### config.mk
export PLATFORM = sky130hd
export DESIGN_NAME = h80uart_rx
export DESIGN_NICKNAME = d
export VERILOG_FILES = /design/src/rtl/h80uart_rx.sv
export SDC_FILE = /design/constraint.sdc
export NUM_CORES = 1
export LEC_CHECK = 0
export CORE_MARGIN = 3
export CORE_UTILIZATION = 35
export DETAILED_ROUTE_END_ITERATION = 7
export GPL_ROUTABILITY_DRIVEN = 0
export GPL_TIMING_DRIVEN = 0
export PLACE_DENSITY = 0.55
export SETUP_SLACK_MARGIN = 0.2
export SLEW_MARGIN = 20
export SYNTH_ARGS = -nofsm -noshare
export SYNTH_HDL_FRONTEND = slang
export SYNTH_SLANG_ARGS = --single-unit
### constraint.sdc
create_clock -name sysclk -period 8.65 [get_ports sysclk]
set_input_delay 1.73 -clock sysclk [delete_from_list [all_inputs] [get_ports sysclk]]
set_output_delay 1.73 -clock sysclk [all_outputs]
set_load 0.005 [all_outputs]
### src/rtl/h80uart_rx.sv
// Registered first-word-fall-through FIFO: a push is visible on out_dat/out_vld the next cycle.
// Backpressure: a push while full and not popping is dropped and flagged on in_drop; push+pop when full both succeed.
module h80uart_rx_fifo #(
    parameter int DW    = 8,
    parameter int DEPTH = 4
) (
    input  logic          sysclk,
    input  logic          reset_n,
    input  logic          in_vld,
    input  logic [DW-1:0] in_dat,
    output logic          in_drop,
    output logic          out_vld,
    input  logic          out_rdy,
    output logic [DW-1:0] out_dat
);
    localparam int AW = $clog2(DEPTH);
    localparam int CW = AW + 1;

    logic [DW-1:0] mem_q [DEPTH];
    logic [DW-1:0] mem_d [DEPTH];
    logic [AW-1:0] wr_ptr_q, wr_ptr_d;
    logic [AW-1:0] rd_ptr_q, rd_ptr_d;
    logic [CW-1:0] cnt_q, cnt_d;
    logic [CW-1:0] remain;
    logic [DW-1:0] head_q, head_d;
    logic          empty, full, push, pop;

    always_comb begin
        mem_d    = mem_q;
        wr_ptr_d = wr_ptr_q;
        rd_ptr_d = rd_ptr_q;
        cnt_d    = cnt_q;
        head_d   = head_q;

        empty   = (cnt_q == '0);
        full    = (cnt_q == CW'(DEPTH));
        pop     = out_rdy & ~empty;
        push    = in_vld & (~full | pop);
        in_drop = in_vld & full & ~pop;

        if (push) begin
            mem_d[wr_ptr_q] = in_dat;
            wr_ptr_d        = wr_ptr_q + AW'(1);
        end
        if (pop) begin
            rd_ptr_d = rd_ptr_q + AW'(1);
        end
        case ({push, pop})
            2'b10:   cnt_d = cnt_q + CW'(1);
            2'b01:   cnt_d = cnt_q - CW'(1);
            default: cnt_d = cnt_q;
        endcase

        // Head register holds the last byte shown once the FIFO drains.
        remain = cnt_q - CW'(pop);
        if (cnt_d != '0) begin
            if (remain == '0) begin
                head_d = in_dat;
            end else begin
                head_d = mem_q[rd_ptr_d];
            end
        end
    end

    always_ff @(posedge sysclk or negedge reset_n) begin
        if (!reset_n) begin
            for (int i = 0; i < DEPTH; i++) begin
                mem_q[i] <= '0;
            end
            wr_ptr_q <= '0;
            rd_ptr_q <= '0;
            cnt_q    <= '0;
            head_q   <= '0;
        end else begin
            mem_q    <= mem_d;
            wr_ptr_q <= wr_ptr_d;
            rd_ptr_q <= rd_ptr_d;
            cnt_q    <= cnt_d;
            head_q   <= head_d;
        end
    end

    assign out_vld = ~empty;
    assign out_dat = head_q;
endmodule

// 8N1 UART receiver: byte on rx_data/rx_valid one cycle after the stop-bit sample (FIFO empty).
// Backpressure: rx_ready drains the FIFO; a byte arriving while full is dropped and sets rx_overrun.
module h80uart_rx #(
    parameter int SYSCLK_FREQ = 27000000,
    parameter int BAUD        = 115200,
    parameter int FIFO_DEPTH  = 4
) (
    input  logic       sysclk,
    input  logic       reset_n,
    input  logic       uart_rxp,
    output logic [7:0] rx_data,
    output logic       rx_valid,
    input  logic       rx_ready,
    output logic       rx_busy,
    output logic       rx_frame_err,
    output logic       rx_overrun,
    input  logic       err_clear
);
    localparam int CPB = SYSCLK_FREQ / BAUD;
    localparam int HALF = CPB / 2;
    localparam int CW = $clog2(CPB);

    typedef enum logic [2:0] {
        IDLE,
        START,
        DATA,
        STOP,
        WAIT_IDLE
    } state_t;

    state_t        state_q, state_d;
    logic [CW-1:0] cnt_q, cnt_d;
    logic [2:0]    idx_q, idx_d;
    logic [7:0]    shreg_q, shreg_d;
    logic          sync1_q, sync1_d;
    logic          sync2_q, sync2_d;
    logic          frame_err_q, frame_err_d;
    logic          overrun_q, overrun_d;
    logic          rxs;
    logic          push_vld;
    logic          ferr_set;
    logic          fifo_drop;

    always_comb begin
        sync1_d = uart_rxp;
        sync2_d = sync1_q;
    end
    assign rxs = sync2_q;

    always_comb begin
        state_d  = state_q;
        cnt_d    = cnt_q;
        idx_d    = idx_q;
        shreg_d  = shreg_q;
        push_vld = 1'b0;
        ferr_set = 1'b0;

        case (state_q)
            IDLE: begin
                if (!rxs) begin
                    state_d = START;
                    cnt_d   = CW'(HALF - 1);
                end
            end
            START: begin
                if (cnt_q == '0) begin
                    if (rxs) begin
                        state_d = IDLE;
                    end else begin
                        state_d = DATA;
                        idx_d   = 3'd0;
                        cnt_d   = CW'(CPB - 1);
                    end
                end else begin
                    cnt_d = cnt_q - CW'(1);
                end
            end
            DATA: begin
                if (cnt_q == '0) begin
                    shreg_d[idx_q] = rxs;
                    cnt_d          = CW'(CPB - 1);
                    if (idx_q == 3'd7) begin
                        state_d = STOP;
                    end else begin
                        idx_d = idx_q + 3'd1;
                    end
                end else begin
                    cnt_d = cnt_q - CW'(1);
                end
            end
            STOP: begin
                if (cnt_q == '0) begin
                    if (rxs) begin
                        push_vld = 1'b1;
                        state_d  = IDLE;
                    end else begin
                        ferr_set = 1'b1;
                        state_d  = WAIT_IDLE;
                    end
                end else begin
                    cnt_d = cnt_q - CW'(1);
                end
            end
            WAIT_IDLE: begin
                // A held-low break parks here so it reports only one frame error.
                if (rxs) begin
                    state_d = IDLE;
                end
            end
            default: state_d = IDLE;
        endcase
    end

    always_comb begin
        frame_err_d = ferr_set | (frame_err_q & ~err_clear);
        overrun_d   = fifo_drop | (overrun_q & ~err_clear);
    end

    always_ff @(posedge sysclk or negedge reset_n) begin
        if (!reset_n) begin
            state_q     <= IDLE;
            cnt_q       <= '0;
            idx_q       <= '0;
            shreg_q     <= '0;
            sync1_q     <= 1'b1;
            sync2_q     <= 1'b1;
            frame_err_q <= 1'b0;
            overrun_q   <= 1'b0;
        end else begin
            state_q     <= state_d;
            cnt_q       <= cnt_d;
            idx_q       <= idx_d;
            shreg_q     <= shreg_d;
            sync1_q     <= sync1_d;
            sync2_q     <= sync2_d;
            frame_err_q <= frame_err_d;
            overrun_q   <= overrun_d;
        end
    end

    h80uart_rx_fifo #(
        .DW    (8),
        .DEPTH (FIFO_DEPTH)
    ) u_fifo (
        .sysclk  (sysclk),
        .reset_n (reset_n),
        .in_vld  (push_vld),
        .in_dat  (shreg_q),
        .in_drop (fifo_drop),
        .out_vld (rx_valid),
        .out_rdy (rx_ready),
        .out_dat (rx_data)
    );

    assign rx_busy      = (state_q != IDLE) && (state_q != WAIT_IDLE);
    assign rx_frame_err = frame_err_q;
    assign rx_overrun   = overrun_q;
endmodule

==> results of run 1 <==
-- registers in the layout, indices dropped and copies added, names as in the netlist, 2 cells and up --
name             count
shreg_q              8
cnt_q                8
u_fifo.mem_q        32
state_q              3
u_fifo.wr_ptr_q      2
u_fifo.cnt_q         3
idx_q                3
u_fifo.rd_ptr_q      2
u_fifo.out_dat       8
-- logic make-up after synthesis --
group	Yosys count	synth area share, %
adder cells (fa/ha/maj)	9	3.28
AO/OA/AOI/OAI	57	10.9
AND/OR/NAND/NOR	88	12.7
buffers and inverters	25	3.08
XOR/XNOR	6	1.95
flip-flops	73	50.0
multiplexers	61	18.1
-- path summary, 6_finish.rpt --
path | to | slack, ns | cells after the start
min in group asynchronous | u_fifo.out_dat[5] | 1.35 | 1
max in group asynchronous | shreg_q[5] | 6.72 | 2
min reg2reg | rxs | 0.36 | 0
max | u_fifo.out_dat[2] | 4.12 | 11
min | rxs | 0.36 | 0
max reg2reg | u_fifo.out_dat[2] | 4.64 | 12
-- cell usage after synthesis, drive strengths merged, types with 2 or more instances --
cell | n | share of area (%)
nand3 | 5 | 0.68
o21ai | 18 | 2.5
nand2 | 30 | 3.9
o22ai | 2 | 0.34
nor2 | 26 | 2.9
a21oi | 9 | 1.2
nand3b | 2 | 0.41
o41ai | 3 | 0.72
and2 | 2 | 0.34
o211ai | 2 | 0.41
nand2b | 2 | 0.34
xor2 | 2 | 0.99
mux2i | 19 | 5.2
buf | 6 | 1.1
xnor2 | 4 | 0.96
nand4 | 2 | 0.34
nor3 | 5 | 0.68
inv | 14 | 1.4
or3 | 3 | 0.51
a31oi | 5 | 0.86
and3b | 2 | 0.48
ha | 8 | 2.7
dfstp | 2 | 1.4
nor2b | 2 | 0.34
clkbuf | 5 | 0.51
dfrtp | 71 | 49
mux2 | 42 | 13
a221o | 8 | 2.2
-- metal layers --
metal | wire, µm | share of wire, %
met5 | 0 | 0
met4 | 56 | 0.76
met2 | 3530 | 48
met3 | 238 | 3.2
met1 | 3590 | 48
-- final cells by class --
cell class / count / area share (%)
sequential: 73 / 43.7
multi-input combinational: 221 / 41.0
timing repair buffer: 17 / 4.24
tap: 133 / 3.97
clock buffer: 9 / 2.96
clock inverter: 7 / 1.46
buffer: 11 / 1.43
inverter: 14 / 1.26
-- power by group --
part | leakage (µW) | internal, µW | switching [µW]
logic | 0.000936 | 171 | 185
registers | 0.000979 | 373 | 27.0
clock network | 0.0000888 | 110 | 144
-- through the flow --
stage	area, µm²	power, µW	util [%]
floorplan	3660	656	-
global placement	3980	766	40.0
detailed placement	4000	771	40.2
CTS	4190	1030	42.1
global route	4190	1080	42.1
finish	4190	1010	42.1
==> metrics.cfg, run 1 <==
[global_route]
top_usage_layer=met2
grt_pass1_wl_mm=12.8
use_met1_pct=18.6
grt_pass1_vias=2553
use_met3_pct=4.12
grt_max_degree=40
globalRouteOverflowTotal=0
grtUsageMet2_pct=23.0
grt_antenna_before_repair=0
track_usage_pct=14.2

[logic_synthesis]
synth_edf_count=0
syn_nets=333
postSynthRegisterBits=73
synthCells=319
yosysSeqAreaShare_pct=50.0
avgSynthCellArea_um2=11.5
synth_area_um2=3660
synthFlopType=dfrtp_1
synth_cell_types=54
ys_async_sr_fraction_pct=100
synth_warnings=0

[critical_path]
crit_arrival_ns=4.81
slowest_delay_ns=0.57
crit_type=in -> reg
crit_slowest_cell=clkdlybuf4s50_1
r2r_start=cnt_q[0]
crit_chain=clkdlybuf4s50_1 -> o31ai_4 -> inv_1 -> and2_1 -> fa_1 -> xor2_1 -> or4_1 -> mux2i_1 -> buf_2 -> nand2_1 -> o21ai_1
end_kind=register
start_kind=input port
crit_buf_inv=3
critical_path.top_delay_family=buffers and inverters
crit_required_ns=8.94
critical_path.max_fanout=10
cp-startpoint=rx_ready

[final_layout]
drive_gt1_share_pct=12.2
seqCellArea_um2=1830
diodes=0
area_growth_syn_to_layout_pct=14.5
stdcell_count=485
multi_input_area_um2=1720
finalNetCount=361
mostFrequentLayoutCells=dfrtp_1, mux2_1, nand2_1
fill_cells=974
layout_commonest_cell=dfrtp_1

[timing]
skew_ns=0.0137
setup_slack_ns=4.12
finalSetupViolations=0
finalCritPeriodShare_pct=52.3
slew_headroom_pct=52.0
grt_setup_unrepaired=no
fin_tns_setup_ns=0
fmax_mhz=221
hold_viol_final=0
post-route-min-period_ns=4.53
whs_ns=0.362
tightest_slew_ns=0.714
slew_viol_final=0

[clock_tree]
cts_tree=yes
clk_latency_ns=0.35
cts.repair.resized=0
cts_buffers=9
h-tree-depth=3
clockBufferDepth=2
ctsHoldBuffers=0
clk_pin_slew_worst_paths_ns=0.09
postCtsSetupBuffers=0
cts-root-buf=clkbuf_8
clock-sinks=73

[run]
cap_violations=0

[floorplanning]
die-area_um2=11700
die_w_um=108
rows=36
ios=17
start_util_pct=36.7
core_area_um2=9950
die_y_um=108

[pwr]
p_per_area_nw_per_um2=241
peakVddDrop_mv=0.0969
p_leak_uw=0.00200

[drt]
wl_per_cell_um=15.3
via_count=2465
drt_iter0_markers=145
drc_errors=0
drt-vias-per-instance=5.08
wirelength_mm=7.41
first_pass_iters=4
ant_nets=0

[placed_design]
place_inst=469
dp_slack_ns=3.66
portBuffers=16
hpwl_mm=5.18

[outcome]
status=finished, final reports clean

[hold_path]
holdCritStartpoint=sync1_q
hold_path_class=reg -> reg

Note: power is estimated with default switching activity, not from simulation.
==> run 2: changes to the inputs <==
- clock period: 8.65 -> 4.3 ns (I/O delays scaled with it)
==> metrics.cfg, run 2 (synthesis results as in run 1) <==
[placed_design]
portBuffers=16
place_area_um2=4000
hpwl_mm=5.18
dp_slack_ns=0.180

[drt]
ant_nets=0
drt-vias-per-instance=5.06
wirelength_mm=7.48
via_count=2472
drc_errors=0
wl_per_cell_um=15.3
drt_iter0_markers=127
first_pass_iters=4

[global_route]
track_usage_pct=14.2
grt_antenna_before_repair=0
grt_pass1_vias=2553
grt_pass1_wl_mm=12.8
grt_max_degree=40
grtUsageMet2_pct=23.0
use_met3_pct=4.12
top_usage_layer=met2
globalRouteOverflowTotal=0
use_met1_pct=18.6

[floorplanning]
die_y_um=108
ios=17
die_w_um=108
start_util_pct=36.7
rows=36
die-area_um2=11700
core_area_um2=9950

[critical_path]
reg2regPathDepth=13
r2r_start=cnt_q[0]
critical_path.max_fanout=10
crit_type=reg -> reg
crit_arrival_ns=3.92
rrSetupSlack_ns=0.67
crit_required_ns=4.59
end_kind=register
start_kind=register
reg2reg_to=u_fifo.out_dat[2]

[clock_tree]
clk_pin_slew_worst_paths_ns=0.09
cts_tree=yes
cts-root-buf=clkbuf_8
h-tree-depth=3
ctsHoldBuffers=0
cts_buffers=9
clock-sinks=73
clockBufferDepth=2
clk_latency_ns=0.35

[pwr]
p_per_area_nw_per_um2=482
p_leak_uw=0.00201
peakVddDrop_mv=0.196

[final_layout]
multi_input_area_um2=1720
fin_area_um2=4220
utilization_pct=42.4
mostFrequentLayoutCells=dfrtp_1, mux2_1, nand2_1
seqCellArea_um2=1830
diodes=0
area_growth_syn_to_layout_pct=15.4
top_register=u_fifo.mem_q
drive_gt1_share_pct=13.5
fill_cells=972
layout_commonest_cell=dfrtp_1
largest_reg_flops=32
finalNetCount=365

[timing]
whs_ns=0.362
hold_viol_final=0
fmax_mhz=276
tightest_slew_ns=0.715
finalSetupViolations=0
fin_tns_setup_ns=0
grt_setup_unrepaired=no
slew_headroom_pct=51.9
finalCritPeriodShare_pct=84.4
slew_viol_final=0
skew_ns=0.0136
post-route-min-period_ns=3.63
setup_slack_ns=0.672

[hold_path]
holdCritStartpoint=sync1_q
whs_endpoint=rxs
hold_depth=0
hold_path_class=reg -> reg

[outcome]
status=finished, final reports clean

[run]
cap_violations=0

[run 2: changes by cell type in the layout (fill, tap and decap cells not counted), sizes merged]
cell,previous run,this run
buf,8,12
[run 2: cell type report]
cell class / count / share of cell area [%]
timing repair buffer: 21 / 4.92
sequential: 73 / 43.3
buffer: 11 / 1.42
clock buffer: 9 / 2.94
multi-input combinational: 221 / 40.7
inverter: 14 / 1.25
clock inverter: 7 / 1.45
tap: 133 / 3.94
[run 2: worst max-delay path by stage]
stage / startpoint / to / depth (start not counted)
after floorplan: cnt_q[0] / u_fifo.out_dat[3] / 11
after global placement: reset_n / shreg_q[2] / 1
after detailed placement: rx_ready / u_fifo.out_dat[2] / 11
after CTS: cnt_q[0] / u_fifo.out_dat[7] / 12
after global routing: cnt_q[0] / u_fifo.out_dat[6] / 13
final: cnt_q[0] / u_fifo.out_dat[2] / 13
[run 2: critical path, cell delays in order (launching register included)]
cell and delay (ns):
dfrtp_1 0.40, inv_1 0.13, ha_1 0.20, nor4b_2 0.36, nand4_1 0.14, buf_4 0.19
and2_1 0.18, fa_1 0.47, xor2_1 0.20, or4_1 0.43, mux2i_2 0.42, buf_2 0.30
nand2_1 0.08, o21ai_1 0.07
[run 2: metal layers]
| layer | wire, µm | part of all wire, % | vias to the layer above |
|---|---|---|---|
| met5 | 0 | 0 | - |
| met4 | 56 | 0.75 | 0 |
| met3 | 286 | 3.8 | 6 |
| met2 | 3570 | 48 | 40 |
| met1 | 3570 | 48 | 1220 |
| li1 | - | - | 1206 |
[run 2: metrics by stage]
stage | total power [µW] | std cells
2_1_floorplan | 1320 | 319
3_3_place_gp | 1540 | 468
3_5_place_dp | 1550 | 469
4_1_cts | 2070 | 485
5_1_grt | 2190 | 489
6_report | 2040 | 489
[run 2: what timing repair did]
item | CTS | global route
buffers inserted | 0 | 4
endpoints found under the setup margin | 0 | 8
gates resized for setup | 0 | 1
[run 2: power by group]
group	switching, µW	internal (µW)
clock network	288	220
logic	374	347
registers	54.8	751
